### config.mk
export PLATFORM = sky130hd
export DESIGN_NAME = instruction_fetch
export DESIGN_NICKNAME = d
export VERILOG_FILES = /design/src/rtl/proc_pkg.sv /design/src/rtl/fetch_queue.sv /design/src/rtl/instruction_fetch.sv
export SDC_FILE = /design/constraint.sdc
export NUM_CORES = 1
export LEC_CHECK = 0
export CAP_MARGIN = 25
export CORE_MARGIN = 3
export CORE_UTILIZATION = 35
export DETAILED_ROUTE_END_ITERATION = 12
export GPL_TIMING_DRIVEN = 0
export HOLD_SLACK_MARGIN = 0.05
export PLACE_DENSITY = 0.6
export SYNTH_ARGS = -nofsm -noshare
export SYNTH_HDL_FRONTEND = slang
export SYNTH_SLANG_ARGS = --single-unit
### constraint.sdc
create_clock -name clk -period 4.2 [get_ports clk]
set_input_delay 0.84 -clock clk [delete_from_list [all_inputs] [get_ports clk]]
set_output_delay 0.84 -clock clk [all_outputs]
set_load 0.02 [all_outputs]
### src/rtl/proc_pkg.sv
// Shared definitions for the instruction fetch slice.
//   INSTR_W : instruction / address width
//   PC_STEP : byte distance between consecutive fetch addresses
//   ENTRY_W : width of one prefetch queue entry {pc, instr}
//   fetch_state_t : fetch controller states
package proc_pkg;

  localparam int INSTR_W = 32;
  localparam int PC_STEP = 4;
  localparam int ENTRY_W = 2 * INSTR_W;

  typedef enum logic [0:0] {
    FETCH = 1'b0,
    FLUSH = 1'b1
  } fetch_state_t;

endpackage

### src/rtl/fetch_queue.sv
// Synchronous FIFO with single-cycle flush, used as the instruction prefetch queue.
// Ports:
//   clk, rst_n  : clock, asynchronous active-low reset
//   flush       : empty the queue this cycle (wins over push; a same-cycle pop still
//                 completes for the consumer since it sampled head_data already)
//   push        : write push_data at the tail
//   push_data   : entry to write
//   pop         : remove the head entry (ignored when empty)
//   head_data   : entry at the head, zero when empty
//   occupancy   : number of stored entries
module fetch_queue #(
  parameter  int WIDTH = 64,
  parameter  int DEPTH = 4,
  localparam int AW    = $clog2(DEPTH),
  localparam int CW    = AW + 1
) (
  input  logic             clk,
  input  logic             rst_n,
  input  logic             flush,
  input  logic             push,
  input  logic [WIDTH-1:0] push_data,
  input  logic             pop,
  output logic [WIDTH-1:0] head_data,
  output logic [CW-1:0]    occupancy
);

  logic [WIDTH-1:0] mem [DEPTH];
  logic [AW-1:0]    rd_ptr;
  logic [AW-1:0]    wr_ptr;
  logic             do_push;
  logic             do_pop;

  assign do_pop  = pop && (occupancy != '0);
  // Full queue can still accept a push when the head leaves in the same cycle.
  assign do_push = push && ((occupancy != CW'(DEPTH)) || do_pop);

  always_ff @(posedge clk or negedge rst_n) begin
    if (!rst_n) begin
      rd_ptr    <= '0;
      wr_ptr    <= '0;
      occupancy <= '0;
    end else if (flush) begin
      rd_ptr    <= '0;
      wr_ptr    <= '0;
      occupancy <= '0;
    end else begin
      if (do_push) wr_ptr <= wr_ptr + AW'(1);
      if (do_pop)  rd_ptr <= rd_ptr + AW'(1);
      occupancy <= occupancy + CW'(do_push) - CW'(do_pop);
    end
  end

  // Storage needs no reset: the head is masked while the queue is empty.
  always_ff @(posedge clk) begin
    if (do_push && !flush) mem[wr_ptr] <= push_data;
  end

  assign head_data = (occupancy != '0) ? mem[rd_ptr] : '0;

endmodule

### src/rtl/instruction_fetch.sv
// Instruction fetch unit: issues sequential word fetches to instruction memory,
// buffers returned words with their addresses in a prefetch queue and handles
// branch redirects by discarding responses still in flight.
// Ports:
//   clk, rst_n                : clock, asynchronous active-low reset
//   imem_req/imem_addr        : fetch request and word-aligned byte address
//   imem_gnt                  : memory accepts the request this cycle
//   imem_rvalid/imem_rdata    : in-order read data return
//   instr_valid/instr/instr_pc: queue head toward decode
//   instr_ready               : consumer takes the head this cycle
//   redirect/redirect_pc      : restart fetching at redirect_pc (bits [1:0] ignored)
//
// state | meaning
// ------+----------------------------------------------------------------
// FETCH | normal issue; requests go out while queue slots can be reserved
// FLUSH | no requests; responses for the abandoned stream are discarded
import proc_pkg::*;

module instruction_fetch #(
  parameter logic [31:0] RESET_PC        = 32'h0000_0000,
  parameter int          QUEUE_DEPTH     = 4,
  parameter int          MAX_OUTSTANDING = 2
) (
  input  logic               clk,
  input  logic               rst_n,
  output logic               imem_req,
  output logic [INSTR_W-1:0] imem_addr,
  input  logic               imem_gnt,
  input  logic               imem_rvalid,
  input  logic [INSTR_W-1:0] imem_rdata,
  output logic               instr_valid,
  output logic [INSTR_W-1:0] instr,
  output logic [INSTR_W-1:0] instr_pc,
  input  logic               instr_ready,
  input  logic               redirect,
  input  logic [INSTR_W-1:0] redirect_pc
);

  localparam int          CW     = $clog2(QUEUE_DEPTH) + 1;
  localparam int          OW     = $clog2(MAX_OUTSTANDING + 1);
  localparam logic [31:0] STEP   = 32'(PC_STEP);
  localparam logic [31:0] DEPTH_U = 32'(QUEUE_DEPTH);
  localparam logic [31:0] MAX_U  = 32'(MAX_OUTSTANDING);

  fetch_state_t       state, state_n;
  logic [INSTR_W-1:0] fetch_pc, pc_n;
  logic [OW-1:0]      outstanding, out_n;
  logic [OW-1:0]      drop_cnt, drop_n;
  logic               req_q, req_n;

  logic [CW-1:0]      occupancy, occ_n;
  logic [ENTRY_W-1:0] head_data;
  logic               grant;
  logic               rv_live;
  logic               rv_drop;
  logic               push;
  logic               pop;
  logic [INSTR_W-1:0] rsp_pc;

  assign grant   = req_q && imem_gnt;
  assign rv_live = imem_rvalid && (state == FETCH) && (outstanding != '0);
  assign rv_drop = imem_rvalid && (state == FLUSH) && (drop_cnt != '0);
  assign push    = rv_live && !redirect;
  assign pop     = instr_valid && instr_ready;

  // Responses return in order, so the oldest unanswered request sits
  // 'outstanding' words behind the current fetch address.
  assign rsp_pc  = fetch_pc - (32'(outstanding) * STEP);

  always_comb begin
    state_n = state;
    pc_n    = fetch_pc;
    out_n   = outstanding;
    drop_n  = drop_cnt;
    case (state)
      FETCH: begin
        if (redirect) begin
          pc_n    = redirect_pc & ~32'h3;
          drop_n  = outstanding + OW'(grant) - OW'(rv_live);
          out_n   = '0;
          state_n = (drop_n != '0) ? FLUSH : FETCH;
        end else begin
          if (grant) pc_n = fetch_pc + STEP;
          out_n = outstanding + OW'(grant) - OW'(rv_live);
        end
      end
      FLUSH: begin
        if (redirect) pc_n = redirect_pc & ~32'h3;
        drop_n = drop_cnt - OW'(rv_drop);
        if (drop_n == '0) state_n = FETCH;
      end
      default: state_n = FETCH;
    endcase

    occ_n = redirect ? '0 : (occupancy + CW'(push) - CW'(pop));
    // Request only when every granted word is guaranteed a queue slot.
    req_n = (state_n == FETCH) &&
            ((32'(occ_n) + 32'(out_n)) < DEPTH_U) &&
            (32'(out_n) < MAX_U);
  end

  always_ff @(posedge clk or negedge rst_n) begin
    if (!rst_n) begin
      state       <= FETCH;
      fetch_pc    <= RESET_PC;
      outstanding <= '0;
      drop_cnt    <= '0;
      req_q       <= 1'b0;
    end else begin
      state       <= state_n;
      fetch_pc    <= pc_n;
      outstanding <= out_n;
      drop_cnt    <= drop_n;
      req_q       <= req_n;
    end
  end

  fetch_queue #(
    .WIDTH (ENTRY_W),
    .DEPTH (QUEUE_DEPTH)
  ) u_queue (
    .clk       (clk),
    .rst_n     (rst_n),
    .flush     (redirect),
    .push      (push),
    .push_data ({rsp_pc, imem_rdata}),
    .pop       (pop),
    .head_data (head_data),
    .occupancy (occupancy)
  );

  assign imem_req    = req_q;
  assign imem_addr   = fetch_pc;
  assign instr_valid = (occupancy != '0);
  assign instr       = head_data[INSTR_W-1:0];
  assign instr_pc    = head_data[ENTRY_W-1:INSTR_W];

  // A response with nothing in flight is a memory protocol violation.
  a_no_spurious_rvalid: assert property (@(posedge clk) disable iff (!rst_n)
    !(imem_rvalid && (outstanding == '0) && (drop_cnt == '0)));

endmodule

### Yosys cells after proc, flatten, opt, wreduce, memory -nomap -nowiden

Memories as Yosys holds them, arrays and structs flattened.
Cells that the tools add are included.

* flip-flop bits (word level): 45
* bits in latches: 0
* RAM bits: 256
* memory bits (read-only): 0
* input port bits: 70
* word-level logic and storage cells: 72
* memories kept: 1

Memories
* u_queue.mem: depth 4, bits a word 64, rd ports 1, clocked after Yosys merged registers in 0, write ports 1, line fetch_queue.sv:27 `logic [WIDTH-1:0] mem [DEPTH];`

* add/sub/neg operators: 12
* multipliers: 0
* divide/modulo/power cells: 0
* order comparisons: 2
* eq/ne operators: 4
* shifts and indexed selects: 0
* multiplexer cells: 21
* bitwise logic cells: 2
* reductions and logical operators: 22

Operator list (count)
* two-way mux 32 bit: 3
* two-way mux 64 bit: 1
* one-hot mux 32 bit (2 select lines): 1
* adder 32 x 3 -> 32 bit (second input constant): 1
* subtractor 32 x 4 -> 32 bit: 1
* two-way mux 2 bit: 7
* logical AND 1 bit: 12
* nonzero test 2 bit: 5
* adder 3 x 1 -> 3 bit: 2
* two-way mux 3 bit: 2
* != test 3 bit (second input constant): 2
* subtractor 3 x 1 -> 3 bit: 2
* two-way mux 1 bit: 5
* adder 2 x 1 -> 2 bit (second input constant): 2
* adder 3 x 2 -> 4 bit: 1
* < comparator 4 x 3 -> 1 bit (second input constant): 1
* != test 2 bit (second input constant): 2
* one-hot mux 2 bit (2 select lines): 1
* subtractor 2 x 1 -> 2 bit: 2
* nonzero test 3 bit: 1
* adder 2 x 1 -> 2 bit: 1
* logical NOT 2 bit: 1
* < comparator 2 bit (second input constant): 1
* NOT 1 bit: 2
* 4 further kinds: 4

### Depth between registers and ports, before layout

Gate-level depths: netlist of run 1.

* word-level depth: 11
* mapped depth: 13
* depth with buffers taken out: 13

### Modules after synthesis

From an unflattened synthesis of run 1, not the netlist that was laid out.

* cell total of the unflattened synthesis: 785
* area, all modules: 12986.2 um^2

By module, submodules not included
* fetch_queue: times used 1, cells each 451, area each 10119.7 um^2, sequential area each 7862.5 um^2
* instruction_fetch: times used 1, cells each 334, area each 2866.5 um^2, sequential area each 900.9 um^2

### Worst setup path before layout of run 1

OpenSTA, ideal clock, no wires.

* path type: input to register
* from: input port redirect
* to: memory u_queue.mem[0][0] (enable)
* data arrival time: 3031 ps
* slack: 743 ps
* stages on the path: 3
* buffers on the path: 1
* cells stage by stage: clkbuf_1 nor3_1 and2_1

* longest elaborated chain between the ends: 6

RTL lines
* start: declaration: line instruction_fetch.sv:35 `input logic redirect,`
* logical NOT 1 bit (*): line fetch_queue.sv:55, instruction_fetch.sv:63
* logical AND 1 bit: line instruction_fetch.sv:63 `assign push = rv_live && !redirect;`
* logical AND 1 bit: line fetch_queue.sv:35 `assign do_push = push && ((occupancy != CW'(DEPTH)) || do_pop);`
* logical AND 1 bit (*): line fetch_queue.sv:55 `if (do_push && !flush) mem[wr_ptr] <= push_data;`
* two-way mux 1 bit (*): line fetch_queue.sv:55
* two-way mux 1 bit (implied by the code) (*): line fetch_queue.sv:55
* end: declaration: line fetch_queue.sv:27

Every way passes the cells marked *; elsewhere a longest branch is shown, timed or not.

### Final worst setup path of run 1

* from: register u_queue.occupancy[1]
* to: output port instr[22]

* longest elaborated chain between the ends: 2

RTL lines
* start: declaration: line fetch_queue.sv:24 `output logic [CW-1:0] occupancy`
* start signal: assignment: line fetch_queue.sv:49 `occupancy <= occupancy + CW'(do_push) - CW'(do_pop);`
* nonzero test 3 bit: line fetch_queue.sv:58 `assign head_data = (occupancy != '0) ? mem[rd_ptr] : '0;`
* two-way mux 64 bit: line fetch_queue.sv:58
* end: declaration: line instruction_fetch.sv:32 `output logic [INSTR_W-1:0] instr,`

No other way between the ends.

==> qor_table.md, run 1 <==
| Metric | This run |
|:---|:---|
| Ordered cell list for the critical path | or3_1, clkbuf_1, clkbuf_1, and2_1, clkdlybuf4s50_1 |
| Pin count of the biggest net entering global routing | 50 |
| Max stage delay cell, worst path | clkbuf_1 |
| Number of cell instances on the worst register-to-register path | 12 |
| Share of the cycle needed by the critical path after routing | 93.4% |
| Outcome | finished clean |
| Most used standard cell by instance count after synthesis | edfxtp_1 |
| Most used standard cells in the synthesized netlist | edfxtp_1 (248), and2_1 (70), mux4_2 (62) |
| Worst slew pin tran | 0.946 ns |
| Critical path type | flop to output port |
| Startpoint of the worst setup timing path | u_queue.occupancy[1]$_DFF_PN0_ |
| Routed WL per cell | 20.3 um |
| Placement-stage cell area | 15100 um^2 |
| Pins Over Slew Limit | 0 |
| Cts bufs inserted | 34 |
| Adder-cell area share of the yosys netlist | 1.84% |
| Leak Pwr | 5.42 nW |
| Area fraction of the dominant cell type after synthesis | 58.2% |
| Power density over cell area | 598 nW/um^2 |
| Starting Density | 35.7% |
| Residual overflow from global routing | 0 |
| Count of different cell masters after synthesis | 58 |
| Synthesized-area fraction occupied by and/or/nand/nor cells | 11.3% |
| Worst clock skew | 0.0232 ns |
| Proportion of synthesized area in mux cells | 11.2% |
| Detailed Place HPWL | 20800 um |
| Data required time at the worst endpoint | 3.36 ns |
| Maximum clock frequency | 0.255 GHz |
| Die ar. | 38900 um^2 |
| DRC violation count after routing | 0 |
| Syn-to-layout area delta | 27.3% |
| Cell types with the largest area share after synthesis | edfxtp_1 (58%), mux4_2 (11%), dfrtp_1 (8.4%), and2_1 (3.4%), xnor2_1 (2.1%) |
| CTS Hold Bufs | 0 |
| Per-instance average area after synthesis | 15.9 um^2 |
| Nets | 1095 |
| Main combinational cell family by area after synthesis | simple AND/OR/NAND/NOR gates |
| Delay of the slowest critical-path stage | 0.70 ns |
| CTS H-tree lvls | 2 |
| Remaining antenna violation count | 0 |
| Dominant synthesized flop cell | edfxtp_1 |
| Maximum fanout count along the critical path | 10 |
| Cell taking the most area after synthesis | edfxtp_1 |
| Min cycle time layout | 3.92 ns |
| Slack of the worst reg-to-reg path | 0.74 ns |
| Overall via count from detail_route | 7613 |
| Hold Crit Class | input port to async pin |
| Area share of xor/xnor cells in the synthesized design | 3.01% |
| Synthesis warning total | 0 |
| Global placer's final weighted congestion | 0.837 |
| Total Wirelength | 30300 um |
| Proportion of synthesized chip area in sequential cells | 66.6% |
| Count of flip-flops with a built-in enable after synthesis | 248 |
| Fraction of registers with async set or reset after synthesis | 14.8% |
| Clock-pin transition on the worst setup and hold timing paths | 0.06 ns |
| Layout cell share with drive strength beyond 1 | 15.2% |
| Cell with the most instances on the worst path | clkbuf_1 |
| Via count of the first global-routing pass | 7890 |
| Post-synth design cell area | 12800 um^2 |
| Initial antenna violation count | 0 |
| Worst slew margin relative to its limit | 36.4% |
| Worst r2r dst | imem_req$_DFF_PN0_ |
| Root buffer selected by CTS | clkbuf_16 |
| Final Hold Violating Endpoints | 0 |
| Signal arrival time at the worst endpoint | 3.08 ns |
| Largest buffer count on any clock path | 3 |
| #FFs+latches synth | 291 |
| First drt pass iteration count | 5 |
| Max rail drop VDD | 0.291 mV |
| Max-cap check violation count | 0 |
| TritonCTS clock tree | built |
| Clock network latency to the later pin of the worst-skew pair | 0.51 ns |
| Drt initial violations | 477 |
| Setup TNS Final | 0 ns |
| Unrepaired setup endpoints after global routing | no |
| Number of setup violations in the final report | 0 |
| Postcts setup bufs | 0 |
| Endpoint class of the critical path | output port |
| Row count | 69 |
| IO buf count | 160 |
| Cells after synthesis | 805 |
| Vias/cell | 5.09 |
| Post-cts gate resize count | 0 |
| Die W | 197 um |
| Post-route cell area | 16300 um^2 |
| Post-synthesis compound-gate area fraction | 3.20% |
| Wire length of the first global-routing pass | 47100 um |
| Launching point of the worst reg2reg path | u_queue.occupancy[2]$_DFF_PN0_ |
| Termination of the worst setup path | instr[22] |
| Number of sinks driven by the clock tree | 291 |
| Height of the chip | 197 um |
| Core outline area | 35800 um^2 |
| Boundary Pins | 168 |
| Total inserted antenna cells | 0 |
| Total Routing Usage GR | 15.7% |
| Critical Path Source Type | flop |
[state kept, by name, summed over array words and instances (netlist names)]
signal	flops
u_queue.rd_ptr	2
u_queue.occupancy	3
imem_addr	30
state	1
u_queue.wr_ptr	2
drop_cnt	2
imem_req	1
u_queue.mem	248
outstanding	2
[layer usage]
metal | global-route usage (%) | part of all wire (%) | vias to the layer above
li1 | - | - | 3511
met1 | 21.7 | 44 | 3816
met2 | 26.1 | 48 | 246
met3 | 3.05 | 6.1 | 40
met4 | 3.38 | 1.7 | 0
met5 | 0 | 0 | -
[cells by family (layout without fill, tap and decap cells)]
group / count (synthesis) / in the layout
DFF: 291 / 291
and+or+nand+nor: 244 / 244
buffers and inverters: 81 / 307
muxes: 65 / 65
AOI/OAI and AO/OA: 62 / 62
xor gates and xnor gates: 44 / 44
adders and majority gates: 17 / 17
other: 1 / 4
[stage by stage]
stage               hold slack (ns)  worst slack [ns]  util [%]  instances  power (W)
floorplan                     0.503             0.743         -        808    0.00542
CTS                           0.171             0.146      45.5       1495    0.00991
detailed placement            0.534             0.369      42.2       1434    0.00683
global placement              0.526             -1.27      41.8       1429    0.00680
global route                  0.186             0.117      45.5       1495     0.0102
finish                        0.194             0.278      45.5       1495    0.00974
[final cells by class]
class | instances | area [um^2]
plain buffers | 58 | 278
clock buffers | 47 | 973
clock inverters | 15 | 204
fillers | 3146 | 19500
inverters | 22 | 82.6
multi-input cells | 436 | 3930
flip-flops and latches | 291 | 8520
well taps | 461 | 577
repair buffers | 165 | 1730
[worst min path at each step]
stage	to	slack, ns
after floorplan	u_queue.wr_ptr[0]$_DFFE_PN0P_	0.50
after global placement	u_queue.wr_ptr[0]$_DFFE_PN0P_	0.53
after detailed placement	u_queue.wr_ptr[0]$_DFFE_PN0P_	0.53
after CTS	imem_addr[27]$_DFFE_PN0P_	0.17
after global routing	imem_addr[29]$_DFFE_PN0P_	0.19
final	imem_addr[27]$_DFFE_PN0P_	0.19
[worst max-delay path: cells and delay by family (launching register included)]
| kind | cells | cell delay (ns) |
|---|---|---|
| AND/OR/NAND/NOR | 2 | 0.40 |
| buffers and inverters | 3 | 1.76 |
| flip-flops | 1 | 0.41 |
[power by group]
group	internal [W]	switching [W]	total [W]
Sequential	0.00334	0.000136	0.00348
Clock	0.00193	0.00112	0.00305
Combinational	0.00154	0.00168	0.00322
[cell usage in the layout, fill, tap and decap left out, drive strengths merged, types with 2 or more instances in the layout]
master	netlist	layout
a21oi	4	4
a31oi	15	15
and2	70	70
and3	3	3
and4	6	6
buf	29	35
bufinv	0	5
clkbuf	30	76
clkdlybuf4s50	0	159
clkinv	0	8
conb	1	4
dfrtp	43	43
edfxtp	248	248
fa	3	3
ha	14	14
inv	22	23
mux2i	2	2
mux4	62	62
nand2	33	33
nand2b	2	2
nand3	16	16
nand3b	4	4
nand4	15	15
nand4b	3	3
nor2	31	31
nor2b	5	5
nor3	15	15
nor3b	2	2
nor4	7	7
o211a	2	2
o211ai	3	3
o21ai	17	17
o311ai	2	2
o31ai	13	13
or2	3	3
or3	9	9
or4	16	16
xnor2	30	30
xor2	14	14
Power figures use the tool's default switching activity.
==> run 2: changes to the inputs <==
--- a/config.mk
+++ b/config.mk
@@ -5,7 +5,6 @@
 export SDC_FILE = /design/constraint.sdc
 export NUM_CORES = 1
 export LEC_CHECK = 0
-export CAP_MARGIN = 25
 export CORE_MARGIN = 3
 export CORE_UTILIZATION = 35
 export DETAILED_ROUTE_END_ITERATION = 12
==> qor_table.md, run 2 (synthesis results as in run 1) <==
| Metric | This run | Delta |
|:---|:---|:---|
| Data required time at the worst endpoint | 3.36 ns | about the same |
| Remaining antenna violation count | 0 | unchanged |
| Via count of the first global-routing pass | 7890 | unchanged |
| Power density over cell area | 598 nW/um^2 | unchanged |
| Layout cell share with drive strength beyond 1 | 15.2% | unchanged |
| Boundary Pins | 168 | unchanged |
| Global placer's final weighted congestion | 0.837 | unchanged |
| Pins Over Slew Limit | 0 | unchanged |
| Routed WL per cell | 20.3 um | unchanged |
| Routed length on met3 | 1850 um | unchanged |
| Core utilization of the finished layout | 45.5% | unchanged |
| Area of combinational cells with multiple inputs | 3930 um^2 | unchanged |
| Number of filler cells placed in the layout | 3146 | unchanged |
| Clock network latency to the later pin of the worst-skew pair | 0.51 ns | about the same |
| Height of the chip | 197 um | unchanged |
| Detailed route wirelength on metal2 | 14700 um | unchanged |
| Nets | 1095 | unchanged |
| Max rail drop VDD | 0.291 mV | unchanged |
| Largest buffer count on any clock path | 3 | unchanged |
| IO buf count | 160 | unchanged |
| Starting Density | 35.7% | unchanged |
| Maximum clock frequency | 0.255 GHz | unchanged |
| Largest Register | u_queue.mem | unchanged |
| Worst clock skew | 0.0232 ns | unchanged |
| Number of setup violations in the final report | 0 | unchanged |
| Endpoint class of the critical path | output port | unchanged |
| Top Layer Used | met4 | unchanged |
| Vias/cell | 5.09 | unchanged |
| Post-route cell area | 16300 um^2 | unchanged |
| Wire length of the first global-routing pass | 47100 um | unchanged |
| Pin count of the biggest net entering global routing | 50 | unchanged |
| Final Hold Violating Endpoints | 0 | unchanged |
| First drt pass iteration count | 5 | unchanged |
| CTS H-tree lvls | 2 | unchanged |
| Root buffer selected by CTS | clkbuf_16 | unchanged |
| Min cycle time layout | 3.92 ns | unchanged |
| Setup TNS Final | 0 ns | unchanged |
| Hold Slack | 0.194 ns | unchanged |
| Worst slew pin tran | 0.946 ns | unchanged |
| Die ar. | 38900 um^2 | unchanged |
| Total Wirelength | 30300 um | unchanged |
| CTS Hold Bufs | 0 | unchanged |
| Overall via count from detail_route | 7613 | unchanged |
| Max-cap check violation count | 0 | unchanged |
| Detailed Place HPWL | 20800 um | unchanged |
| Residual overflow from global routing | 0 | unchanged |
| Met1 layer wirelength in the final routing | 13300 um | unchanged |
| Initial antenna violation count | 0 | unchanged |
| Register cell area after layout | 8520 um^2 | unchanged |
| TritonCTS clock tree | built | unchanged |
| Maximum fanout count along the critical path | 10 | unchanged |
| Unrepaired setup endpoints after global routing | no | unchanged |
| Syn-to-layout area delta | 27.3% | unchanged |
| Share of the cycle needed by the critical path after routing | 93.4% | unchanged |
| Clock-pin transition on the worst setup and hold timing paths | 0.06 ns | about the same |
| Signal arrival time at the worst endpoint | 3.08 ns | about the same |
| DRC violation count after routing | 0 | unchanged |
| Total Routing Usage GR | 15.7% | unchanged |
| Critical path type | flop to output port | unchanged |
| Die W | 197 um | unchanged |
| Post-route insts no fill | 1495 | unchanged |
| Worst slew margin relative to its limit | 36.4% | unchanged |
| Total instance count after detailed placement | 1434 | unchanged |
| Top library cells by usage in the layout, fill and taps aside | edfxtp_1 (248), clkdlybuf4s50_1 (159), and2_1 (66) | unchanged |
| Largest register FFs | 248 | unchanged |
| Critical Path Source Type | flop | unchanged |
| Outcome | finished clean | unchanged |
| Total inserted antenna cells | 0 | unchanged |
| Number of sinks driven by the clock tree | 291 | unchanged |
| Drt initial violations | 477 | unchanged |
| Row count | 69 | unchanged |
| Most common cell after layout, fill and taps aside | edfxtp_1 | unchanged |
| Placement-stage cell area | 15100 um^2 | unchanged |
| Hold Crit Class | input port to async pin | unchanged |
| Cts bufs inserted | 34 | unchanged |
| Core outline area | 35800 um^2 | unchanged |
| Leak Pwr | 5.42 nW | unchanged |
==> run 2: cell counts in the layout (fill, tap and decap cells not counted) <==
No cell type changed its count.
==> run 2: power breakdown <==
| group | switching, W | internal, W |
|---|---|---|
| combinational | 0.00168 | 0.00154 |
| sequential | 0.000136 | 0.00334 |
| clock | 0.00112 | 0.00193 |
==> run 2: per-layer routing <==
metal	vias to the layer above	GRT usage [%]
met3	40	3.05
met1	3816	21.7
met4	0	3.38
met2	246	26.1
li1	3511	-
met5	-	0
==> run 2: metrics by stage <==
step,total power (W),setup WS (ns)
global route,0.0102,0.117
detailed placement,0.00683,0.369
floorplan,0.00542,0.743
finish,0.00974,0.278
global placement,0.00680,-1.27
CTS,0.00991,0.146
==> run 2: layout make-up <==
cell class | instances | area share [%]
sequential | 291 | 52.3
inverter | 22 | 0.507
multi-input combinational | 436 | 24.1
buffer | 58 | 1.70
clock inverter | 15 | 1.25
tap | 461 | 3.54
timing repair buffer | 165 | 10.6
clock buffer | 47 | 5.97
==> run 2: what timing repair did <==
action                     in CTS  in global routing
setup buffers                   0                  0
gates resized for setup         0                  0
setup endpoints to repair       8                  0
==> run 2: critical path, cell delays in order (launching register included) <==
cell             delay, ns
dfrtp_1               0.41
or3_1                 0.19
clkbuf_1              0.70
clkbuf_1              0.46
and2_1                0.21
clkdlybuf4s50_1       0.60
==> run 2: path summary, 6_finish.rpt <==
| path | end | start | slack [ns] | depth (start not counted) |
|---|---|---|---|---|
| setup reg to reg | imem_req$_DFF_PN0_ | u_queue.occupancy[2]$_DFF_PN0_ | 0.74 | 12 |
| max in group asynchronous | imem_addr[10]$_DFFE_PN0P_ | rst_n | 3.52 | 2 |
| setup / recovery | instr[22] | u_queue.occupancy[1]$_DFF_PN0_ | 0.28 | 5 |
| min in group clk | u_queue.wr_ptr[0]$_DFFE_PN0P_ | u_queue.wr_ptr[0]$_DFFE_PN0P_ | 0.54 | 1 |
| hold reg to reg | u_queue.wr_ptr[0]$_DFFE_PN0P_ | u_queue.wr_ptr[0]$_DFFE_PN0P_ | 0.54 | 1 |
| hold / removal | imem_addr[27]$_DFFE_PN0P_ | rst_n | 0.19 | 1 |
